## src/rtl/pipeline_hazard_controller_if.sv

```systemverilog
// Hazard-controller signal bundle: pipeline observations in, stall/flush controls and status out.
`timescale 1ns/1ps
interface pipeline_hazard_controller_if;
  logic [5:0]  Dopcode;
  logic [3:0]  Daddress1;
  logic [3:0]  Daddress2;
  logic [5:0]  Eopcode;
  logic [3:0]  Edest;
  logic        Emispredict;
  logic        Mbusy;
  logic        Fstall;
  logic        Dstall;
  logic        Dflush;
  logic        Eflush;
  logic        Estall;
  logic        Mstall;
  logic [1:0]  state;
  logic [15:0] stall_cycles;
  logic [15:0] flush_count;

  // Pipeline side: observes the stages and consumes the controls.
  modport master (
    output Dopcode, Daddress1, Daddress2, Eopcode, Edest, Emispredict, Mbusy,
    input  Fstall, Dstall, Dflush, Eflush, Estall, Mstall, state, stall_cycles, flush_count
  );

  // Controller side.
  modport slave (
    input  Dopcode, Daddress1, Daddress2, Eopcode, Edest, Emispredict, Mbusy,
    output Fstall, Dstall, Dflush, Eflush, Estall, Mstall, state, stall_cycles, flush_count
  );
endinterface

```

## src/rtl/pipeline_hazard_controller.sv

```systemverilog
// Stall/flush sequencer for the 5-stage pipeline: load-use bubbles, memory-wait holds,
// mispredict squashes, plus saturating stall/flush performance counters.
`timescale 1ns/1ps
module pipeline_hazard_controller #(
  parameter logic [5:0]  LOAD_OPCODE       = 6'b000100,
  parameter logic [5:0]  NOP_OPCODE        = 6'b000000,
  parameter int unsigned LOAD_STALL_CYCLES = 1,
  parameter int unsigned FLUSH_CYCLES      = 1
) (
  input logic                         clk,
  input logic                         reset,
  pipeline_hazard_controller_if.slave bus
);

  typedef enum logic [1:0] {
    StRun     = 2'b00,
    StLdStall = 2'b01,
    StMemWait = 2'b10,
    StFlush   = 2'b11
  } state_e;

  // Remaining-cycle counts loaded when entering the multi-cycle states.
  localparam bit         LdMulti   = (LOAD_STALL_CYCLES > 1);
  localparam bit         FlushEn   = (FLUSH_CYCLES > 0);
  localparam logic [3:0] LdInit    = 4'(LOAD_STALL_CYCLES - 1);
  localparam logic [3:0] FlushInit = 4'(FLUSH_CYCLES);

  state_e      state_q, state_d;
  logic [3:0]  count_q, count_d;
  logic [15:0] stall_cycles_q;
  logic [15:0] flush_count_q;

  logic fstall, dstall, dflush, eflush, estall, mstall;
  logic flush_accept;
  logic hazard;

  assign hazard = (bus.Eopcode == LOAD_OPCODE) && (bus.Dopcode != NOP_OPCODE) &&
                  ((bus.Edest == bus.Daddress1) || (bus.Edest == bus.Daddress2));

  // Next-state and control decode; everything stays low while reset is held.
  always_comb begin
    state_d      = state_q;
    count_d      = count_q;
    fstall       = 1'b0;
    dstall       = 1'b0;
    dflush       = 1'b0;
    eflush       = 1'b0;
    estall       = 1'b0;
    mstall       = 1'b0;
    flush_accept = 1'b0;
    if (!reset) begin
      unique case (state_q)
        StRun: begin
          if (bus.Mbusy) begin
            {fstall, dstall, estall, mstall} = 4'b1111;
            state_d = StMemWait;
          end else if (bus.Emispredict) begin
            dflush       = 1'b1;
            eflush       = 1'b1;
            flush_accept = 1'b1;
            if (FlushEn) begin
              state_d = StFlush;
              count_d = FlushInit;
            end
          end else if (hazard) begin
            {fstall, dstall, eflush} = 3'b111;
            if (LdMulti) begin
              state_d = StLdStall;
              count_d = LdInit;
            end
          end
        end
        StLdStall: begin
          // A memory hold abandons the bubble; the hazard is re-checked once back in RUN.
          if (bus.Mbusy) begin
            {fstall, dstall, estall, mstall} = 4'b1111;
            count_d = 4'd0;
            state_d = StMemWait;
          end else begin
            {fstall, dstall, eflush} = 3'b111;
            count_d = count_q - 4'd1;
            if (count_q == 4'd1) state_d = StRun;
          end
        end
        StMemWait: begin
          if (bus.Mbusy) begin
            {fstall, dstall, estall, mstall} = 4'b1111;
          end else begin
            state_d = StRun;
          end
        end
        StFlush: begin
          // Memory hold freezes the flush countdown instead of cancelling it.
          if (bus.Mbusy) begin
            {fstall, dstall, estall, mstall} = 4'b1111;
          end else begin
            dflush  = 1'b1;
            count_d = count_q - 4'd1;
            if (count_q == 4'd1) state_d = StRun;
          end
        end
        default: state_d = StRun;
      endcase
    end
  end

  // State, countdown and saturating perf counters.
  always_ff @(posedge clk) begin
    if (reset) begin
      state_q        <= StRun;
      count_q        <= 4'd0;
      stall_cycles_q <= 16'd0;
      flush_count_q  <= 16'd0;
    end else begin
      state_q <= state_d;
      count_q <= count_d;
      if (fstall && (stall_cycles_q != 16'hFFFF)) stall_cycles_q <= stall_cycles_q + 16'd1;
      if (flush_accept && (flush_count_q != 16'hFFFF)) flush_count_q <= flush_count_q + 16'd1;
    end
  end

  assign bus.Fstall       = fstall;
  assign bus.Dstall       = dstall;
  assign bus.Dflush       = dflush;
  assign bus.Eflush       = eflush;
  assign bus.Estall       = estall;
  assign bus.Mstall       = mstall;
  assign bus.state        = state_q;
  assign bus.stall_cycles = stall_cycles_q;
  assign bus.flush_count  = flush_count_q;

endmodule

```

## src/flat_wrapper.sv

```systemverilog
// flat-port wrapper written by rule: the top's interface ports become plain ports
module pipeline_hazard_controller_flat 
#(
  parameter logic [5:0]  LOAD_OPCODE       = 6'b000100,
  parameter logic [5:0]  NOP_OPCODE        = 6'b000000,
  parameter int unsigned LOAD_STALL_CYCLES = 1,
  parameter int unsigned FLUSH_CYCLES      = 1
)
  (clk, reset, bus_Dopcode, bus_Daddress1, bus_Daddress2, bus_Eopcode, bus_Edest, bus_Emispredict, bus_Mbusy, bus_Fstall, bus_Dstall, bus_Dflush, bus_Eflush, bus_Estall, bus_Mstall, bus_state, bus_stall_cycles, bus_flush_count);
  pipeline_hazard_controller_if bus_i ();
  input logic clk;
  input logic reset;
  input wire logic [$bits(bus_i.Dopcode)-1:0] bus_Dopcode;
  input wire logic [$bits(bus_i.Daddress1)-1:0] bus_Daddress1;
  input wire logic [$bits(bus_i.Daddress2)-1:0] bus_Daddress2;
  input wire logic [$bits(bus_i.Eopcode)-1:0] bus_Eopcode;
  input wire logic [$bits(bus_i.Edest)-1:0] bus_Edest;
  input wire logic [$bits(bus_i.Emispredict)-1:0] bus_Emispredict;
  input wire logic [$bits(bus_i.Mbusy)-1:0] bus_Mbusy;
  output wire logic [$bits(bus_i.Fstall)-1:0] bus_Fstall;
  output wire logic [$bits(bus_i.Dstall)-1:0] bus_Dstall;
  output wire logic [$bits(bus_i.Dflush)-1:0] bus_Dflush;
  output wire logic [$bits(bus_i.Eflush)-1:0] bus_Eflush;
  output wire logic [$bits(bus_i.Estall)-1:0] bus_Estall;
  output wire logic [$bits(bus_i.Mstall)-1:0] bus_Mstall;
  output wire logic [$bits(bus_i.state)-1:0] bus_state;
  output wire logic [$bits(bus_i.stall_cycles)-1:0] bus_stall_cycles;
  output wire logic [$bits(bus_i.flush_count)-1:0] bus_flush_count;
  assign bus_i.Dopcode = bus_Dopcode;
  assign bus_i.Daddress1 = bus_Daddress1;
  assign bus_i.Daddress2 = bus_Daddress2;
  assign bus_i.Eopcode = bus_Eopcode;
  assign bus_i.Edest = bus_Edest;
  assign bus_i.Emispredict = bus_Emispredict;
  assign bus_i.Mbusy = bus_Mbusy;
  assign bus_Fstall = bus_i.Fstall;
  assign bus_Dstall = bus_i.Dstall;
  assign bus_Dflush = bus_i.Dflush;
  assign bus_Eflush = bus_i.Eflush;
  assign bus_Estall = bus_i.Estall;
  assign bus_Mstall = bus_i.Mstall;
  assign bus_state = bus_i.state;
  assign bus_stall_cycles = bus_i.stall_cycles;
  assign bus_flush_count = bus_i.flush_count;
  pipeline_hazard_controller #(.LOAD_OPCODE(LOAD_OPCODE), .NOP_OPCODE(NOP_OPCODE), .LOAD_STALL_CYCLES(LOAD_STALL_CYCLES), .FLUSH_CYCLES(FLUSH_CYCLES)) u_core (.clk(clk), .reset(reset), .bus(bus_i));
endmodule
```

## config.mk

```make
export PLATFORM = sky130hd
export DESIGN_NAME = pipeline_hazard_controller_flat
export DESIGN_NICKNAME = d
export VERILOG_FILES = /design/src/rtl/pipeline_hazard_controller_if.sv /design/src/rtl/pipeline_hazard_controller.sv /design/src/flat_wrapper.sv
export SDC_FILE = /design/constraint.sdc
export NUM_CORES = 1
export LEC_CHECK = 0
export CORE_ASPECT_RATIO = 0.75
export CORE_MARGIN = 2
export CORE_UTILIZATION = 30
export DETAILED_ROUTE_END_ITERATION = 10
export MAX_ROUTING_LAYER = met4
export PLACE_DENSITY = 0.55
export SETUP_SLACK_MARGIN = 0.4
export SKIP_CTS_REPAIR_TIMING = 1
export SLEW_MARGIN = 20
export SYNTH_ARGS = -nofsm -noshare
export SYNTH_HDL_FRONTEND = slang
export SYNTH_SLANG_ARGS = --single-unit
export TNS_END_PERCENT = 50
```

## constraint.sdc

```tcl
create_clock -name clk -period 5.25 [get_ports clk]
set_input_delay 0.7875 -clock clk [delete_from_list [all_inputs] [get_ports clk]]
set_output_delay 0.7875 -clock clk [all_outputs]
set_load 0.02 [all_outputs]
```

==> results.md, run 1 <==
- Initial antenna violation count: 0
- Switching share of total power: 26.0%
- Crit Path Class: in -> out
- Core ar.: approximately 6800 sq um
- Internal cell power: around 0.55 mW
- Combinational Power Share: between 10% and 20%
- Pre-antenna DRT Iters: 4
- Net load switching power: around 0.19 mW
- GR Util met2: 20.5%
- ANT nets after route: 0
- Post-synthesis instance area: 2120 sq um
- Total CTS buffers: 5
- Clock power frac: about two fifths
- Commonest non-fill, non-tap cells in the layout: clkdlybuf4s50_1, dfxtp_1, nor2_1, a21oi_1, nand2_1
- LEAKAGE: 1.03 nW
- Share of cells above drive strength 1: under 10%
- Per-cell routed wire length: roughly 13 um
- Syn Inst Count: approximately 260
- Tmin final: between 3 and 4 ns
- Met1 Usage GRT: between 10% and 20%
- Dpl ws: between 1 and 1.5 ns
- GRT overflow: 0
- Yosys Warn Count: 0
- Relative slew slack: a little under a third
- Vias in the first global route: roughly 1.8k
- Status: complete, no violations
- Most common cell after layout, fill and taps aside: clkdlybuf4s50_1
- Die W: ~100 um
- DRC Markers: 0
- Via density per instance: roughly 5
- Arr. time, crit path: 2.94 ns
- Dpl cell area: between 2000 and 3000 sq um
- DRT iter0 DRCs: 70
- Clk_lat worst skew: between 0.2 and 0.3 ns
- Die area: slightly below 8000 sq um
- Post-synthesis net count: about 290
- Worst path most repeated cell: clkdlybuf4s50_1
- WHS: approximately 0.51 ns
- Layout Skew: 0.00549 ns
- ANT cells: 0
- Setup total negative slack: 0 ns
- Final slew viol count: 0
- Routed vias: around 2k
- GPL Wtd Cong: 0.759
- Sequential-to-total area share from yosys stat: about 36%
- Total power: 0.748 mW
- Post-Syn Area per Cell: ~8.3 sq um
- Die height: 76.9 um
- Reg clk slew, reported paths: around 0.08 ns
- Main combinational cell family by area after synthesis: simple AND/OR/NAND/NOR gates
- Synth-to-layout area growth: 40.4%
- Post-synthesis adder-cell area fraction: 4.71%
- Synth Area in Simple Gates: 27.3%
- Biggest cell delay along the critical path: about 0.67 ns
- Synth Area in Compound Gates: between 10% and 20%
- Hold Crit Class: reg -> reg
- Mux cell area share after synthesis: 1.41%
- Startpoint types: input port
- Seq cells post-synth: 38
- Final setup viols: 0
- CP Capture Type: output pin
- Number of distinct library cells after synthesis: 42
- Num rows: 26
- Pwr Density: roughly 250 nW/um^2
- Dpl hpwl: about 3.9 mm
- Reg-to-reg setup timing slack: roughly 2.6 ns
- PortBufs: 67
- Post-Route WL: about 5.3 mm
- Largest net degree at the start of global routing: 31
- Layer with the highest usage: met2
- First-pass GRT wire length: about 8.6 mm
- Fmax: between 200 and 300 MHz
- Sinks on Clock Net: 38
- Clk buf depth: 2
- Met3 usage: under 10%
- Final Hold Viols: 0
- Finished Cell Area: slightly below 3000 sq um
- I/O pin count: 68
- Setup ws final: around 1.5 ns
- Layout Nets: 358
- Worst path slowest cell: clkdlybuf4s50_1
- Max-capacitance violation count: 0
- # H-tree levels: 2
- Post-synthesis xor/xnor area fraction: under 10%
- Starting Density: between 30% and 40%
- Max IR drop VDD: around 120 uV
- WP data required: roughly 4.5 ns
- Max FO, Critical Path: 3
- Overall Global Routing Usage: ~14%
- Seq pwr share: 41.3%
- Worst path cell trace: clkdlybuf4s50_1 > xnor2_1 > nand4_1 > a211oi_2 > o21ai_0 > a211oi_1 > clkdlybuf4s50_1
- Worst-Margin Slew: approximately 1.0 ns
- CTS tree: yes
- RSZ-0062 raised after global routing: false
- Final Cycle Share: 71.1%
- Root buffer cell: clkbuf_8
==> power groups by stage <==
| stage | clock [mW] | sequential, mW | combinational, mW |
|---|---|---|---|
| after detailed placement | 0 | 0.316 | 0.136 |
| final | 0.303 | 0.309 | 0.136 |
| after global placement | 0 | 0.316 | 0.135 |
| after floorplan | 0 | 0.319 | 0.0827 |
| after CTS | 0.314 | 0.309 | 0.137 |
| after global routing | 0.326 | 0.311 | 0.151 |
==> kinds of logic after synthesis <==
kind of cell,count (synthesis)
XOR/XNOR,23
flip-flops,38
buffers and inverters,22
AND/OR/NAND/NOR,107
AO/OA/AOI/OAI,56
multiplexers,3
adder cells (fa/ha/maj),8
==> synth_stat cells, drive strengths merged <==
master | number | area share, %
nor4 | 1 | 1.0
inv | 12 | 2.1
nand3 | 11 | 2.6
dfxtp | 38 | 36
nand2 | 19 | 3.4
mux2i | 3 | 1.4
nor4b | 1 | 0.41
a31o | 1 | 0.41
or4 | 5 | 1.8
nand4 | 8 | 2.4
ha | 8 | 4.7
clkbuf | 3 | 0.53
o21ai | 17 | 4.0
a2111oi | 1 | 0.71
o211ai | 1 | 0.59
or2 | 2 | 0.59
buf | 7 | 2.4
and4 | 2 | 0.83
a211oi | 4 | 1.6
nand3b | 1 | 0.35
a41oi | 1 | 0.41
o221ai | 1 | 0.41
xnor2 | 11 | 4.5
o21a | 2 | 0.71
xor2 | 12 | 4.9
nor3 | 7 | 2.4
o31ai | 4 | 1.4
nor3b | 2 | 0.94
a21oi | 24 | 5.8
and3 | 6 | 1.8
or3 | 12 | 3.5
nor2 | 29 | 5.1
nand2b | 1 | 0.29
==> final timing paths <==
path	start	to	cells after the start
worst max-delay path	bus_Edest[3]	bus_Eflush	7
worst min-delay path	u_core.bus.flush_count[5]	u_core.bus.flush_count[5]	2
worst max register to register	u_core.bus.state[1]	u_core.bus.stall_cycles[14]	8
worst min register to register	u_core.bus.flush_count[5]	u_core.bus.flush_count[5]	2
==> per-stage QoR <==
stage / util (%) / cells
2_1_floorplan: - / 257
3_3_place_gp: 41.6 / 399
3_5_place_dp: 41.6 / 399
4_1_cts: 43.6 / 407
5_1_grt: 43.6 / 407
6_report: 43.6 / 407
==> critical path, delay by kind of cell <==
family	cells	cell delay (ns)
AND/OR/NAND/NOR	1	0.12
buffers and inverters	2	1.19
XOR/XNOR	1	0.14
AO/OA/AOI/OAI	3	0.70
==> metal layers <==
layer	share of wire [%]	vias up	wire (um)
met5	0	-	0
met2	42	55	2250
li1	-	1051	-
met4	1.0	0	55
met1	50	933	2670
met3	6.3	5	334
==> layout make-up <==
cell class                      instances  area [sq um]
Clock buffer                            5          68.8
Clock inverter                          3          68.8
Fill cell                             705          3850
Inverter                               12          45.0
Multi-Input combinational cell        197          1250
Sequential cell                        38           761
Tap cell                               84           105
Timing Repair Buffer                   68           678
==> state kept, by name, summed over array words and instances, names as in the netlist <==
| signal | flops |
|---|---|
| u_core.bus.stall_cycles | 16 |
| u_core.count_q | 4 |
| u_core.bus.state | 2 |
| u_core.bus.flush_count | 16 |
No activity file was read; power rests on OpenSTA's default activity.
==> run 2: changes to the inputs <==
==> constraint.sdc (replaced) <==
create_clock -name clk -period 3.85 [get_ports clk]
set_input_delay 0.5775 -clock clk [delete_from_list [all_inputs] [get_ports clk]]
set_output_delay 0.5775 -clock clk [all_outputs]
set_load 0.02 [all_outputs]
==> run 2 against run 1 <==
- combinational power up 37%
- setup slack worse by 0.73 ns
- design area shrank 1.1%
- global-route usage shrank 0.13 points
- clock power shrank 4%
==> results.md, run 2 (synthesis gave the netlist of run 1 again) <==
- Status: complete, no violations
- Max FO, Critical Path: 8
- Crit Path Class: in -> out
- RSZ-0062 raised after global routing: false
- Startpoint types: input port
- I/O pin count: 68
- Final Cycle Share: between 70% and 80%
- Clk_lat worst skew: between 0.2 and 0.3 ns
- Per-cell routed wire length: around 13 um
- Fillers: 723
- Die height: between 70 and 80 um
- CTS tree: yes
- Dpl hpwl: between 3 and 4 mm
- DRT iter0 DRCs: 41
- CP Capture Type: output pin
- Worst path bufs/invs: 2
- Worst-Margin Slew: just over 0.6 ns
- Die W: just over 100 um
- Core ar.: just under 7000 sq um
- DRC Markers: 0
- Post-Route WL: around 5.2 mm
- # H-tree levels: 2
- First-pass GRT wire length: between 8 and 9 mm
- Tmin final: ~3 ns
- Synth-to-layout area growth: 38.9%
- Setup total negative slack: 0 ns
- Die area: a little under 8000 sq um
- Root buffer cell: clkbuf_8
- Clk buf depth: 2
- LEAKAGE: slightly above 1 nW
- WP data required: roughly 3.3 ns
- Worst path slowest cell: clkdlybuf4s50_1
- Final slew viol count: 0
- PortBufs: 67
- Final Hold Viols: 0
- Share of cells above drive strength 1: 6.48%
- Final setup viols: 0
- Overall Global Routing Usage: ~14%
- GPL Wtd Cong: 0.782
- Starting Density: 31.1%
- Arr. time, crit path: approximately 2.5 ns
- Hold Crit Class: reg -> reg
- ANT cells: 0
- Pre-antenna DRT Iters: 4
- Most common cell after layout, fill and taps aside: clkdlybuf4s50_1
- Initial antenna violation count: 0
- Sinks on Clock Net: 38
- Biggest cell delay along the critical path: between 0.6 and 0.7 ns
- Reg clk slew, reported paths: 0.08 ns
- Via density per instance: around 5
- Max-capacitance violation count: 0
- Total CTS buffers: 5
- Finished Core Util: between 40% and 50%
- Relative slew slack: between 50% and 60%
- Vias in the first global route: 1,937
- ANT nets after route: 0
- Routed vias: 2,019
- Crit path max-delay family: buffers and inverters
- Fmax: 327 MHz
- Largest net degree at the start of global routing: 31
- Max IR drop VDD: between 100 and 150 uV
- GRT overflow: 0
- Num rows: 26
- Worst path cell trace: clkdlybuf4s50_1 > nand3b_1 > a211oi_1 > clkdlybuf4s50_1
- Layout Nets: 359
- Layout Skew: approximately 0.0065 ns
- Pwr Density: 304 nW/um^2
- Worst path most repeated cell: clkdlybuf4s50_1
- Commonest non-fill, non-tap cells in the layout: clkdlybuf4s50_1, dfxtp_1, nor2_1, a21oi_1, nand2_1
## run 2: changes by cell type in the layout (fill, tap and decap cells not counted)
cell	before	now
clkinv_4	1	0
buf_4	1	2
bufinv_16	2	0
clkbuf_8	5	6
dlymetal6s2s_1	0	1
clkdlybuf4s50_1	67	66
clkinv_2	0	1
clkinvlp_4	0	1
## run 2: stage by stage
step	hold WS, ns	setup WS [ns]	std cells	area [sq um]	power [mW]
final	0.503	0.790	408	2950	0.898
after CTS	0.504	0.524	408	2950	0.915
after global routing	0.534	0.668	408	2950	0.949
after global placement	0.482	0.597	400	2850	0.617
after floorplan	0.480	1.43	257	2120	0.548
after detailed placement	0.490	0.531	400	2850	0.617
## run 2: path summary, 6_finish.rpt
check,startpoint,endpoint,slack (ns),depth (start not counted)
hold reg to reg,u_core.bus.stall_cycles[8],u_core.bus.stall_cycles[8],0.50,2
setup reg to reg,u_core.bus.state[1],u_core.bus.stall_cycles[14],1.50,9
setup / recovery,bus_Mbusy,bus_Dflush,0.79,4
hold / removal,u_core.bus.stall_cycles[8],u_core.bus.stall_cycles[8],0.50,2
## run 2: power breakdown
| part | switching [mW] | internal, mW | total (mW) |
|---|---|---|---|
| logic | 0.0957 | 0.0902 | 0.186 |
| registers | 0.0153 | 0.406 | 0.421 |
| clock network | 0.147 | 0.144 | 0.291 |
| total | 0.258 | 0.640 | 0.898 |
## run 2: worst register-to-register path, cell delays in order (launching register included)
cell and delay (ns):
dfxtp_1 0.37, inv_1 0.10, ha_1 0.36, mux2i_1 0.23, nor2_1 0.08, nor3_4 0.16, o211ai_2 0.10, buf_4 0.23
or4_1 0.53, a21oi_1 0.15
## run 2: area by class of cell
| type | count | area (sq um) | area share (%) |
|---|---|---|---|
| Inverter | 12 | 45.0 | 1.53 |
| Tap cell | 84 | 105 | 3.56 |
| Multi-Input combinational cell | 197 | 1250 | 42.6 |
| Timing Repair Buffer | 69 | 688 | 23.3 |
| Sequential cell | 38 | 761 | 25.8 |
| Clock buffer | 6 | 82.6 | 2.80 |
| Clock inverter | 2 | 12.5 | 0.424 |
## run 2: per-layer routing
layer | wire, um | GRT usage [%] | up-vias
met1 | 2540 | 17.2 | 921
met5 | 0 | - | -
met3 | 350 | 3.56 | 8
met4 | 65 | 4.46 | 0
met2 | 2240 | 21.6 | 50
li1 | - | - | 1040
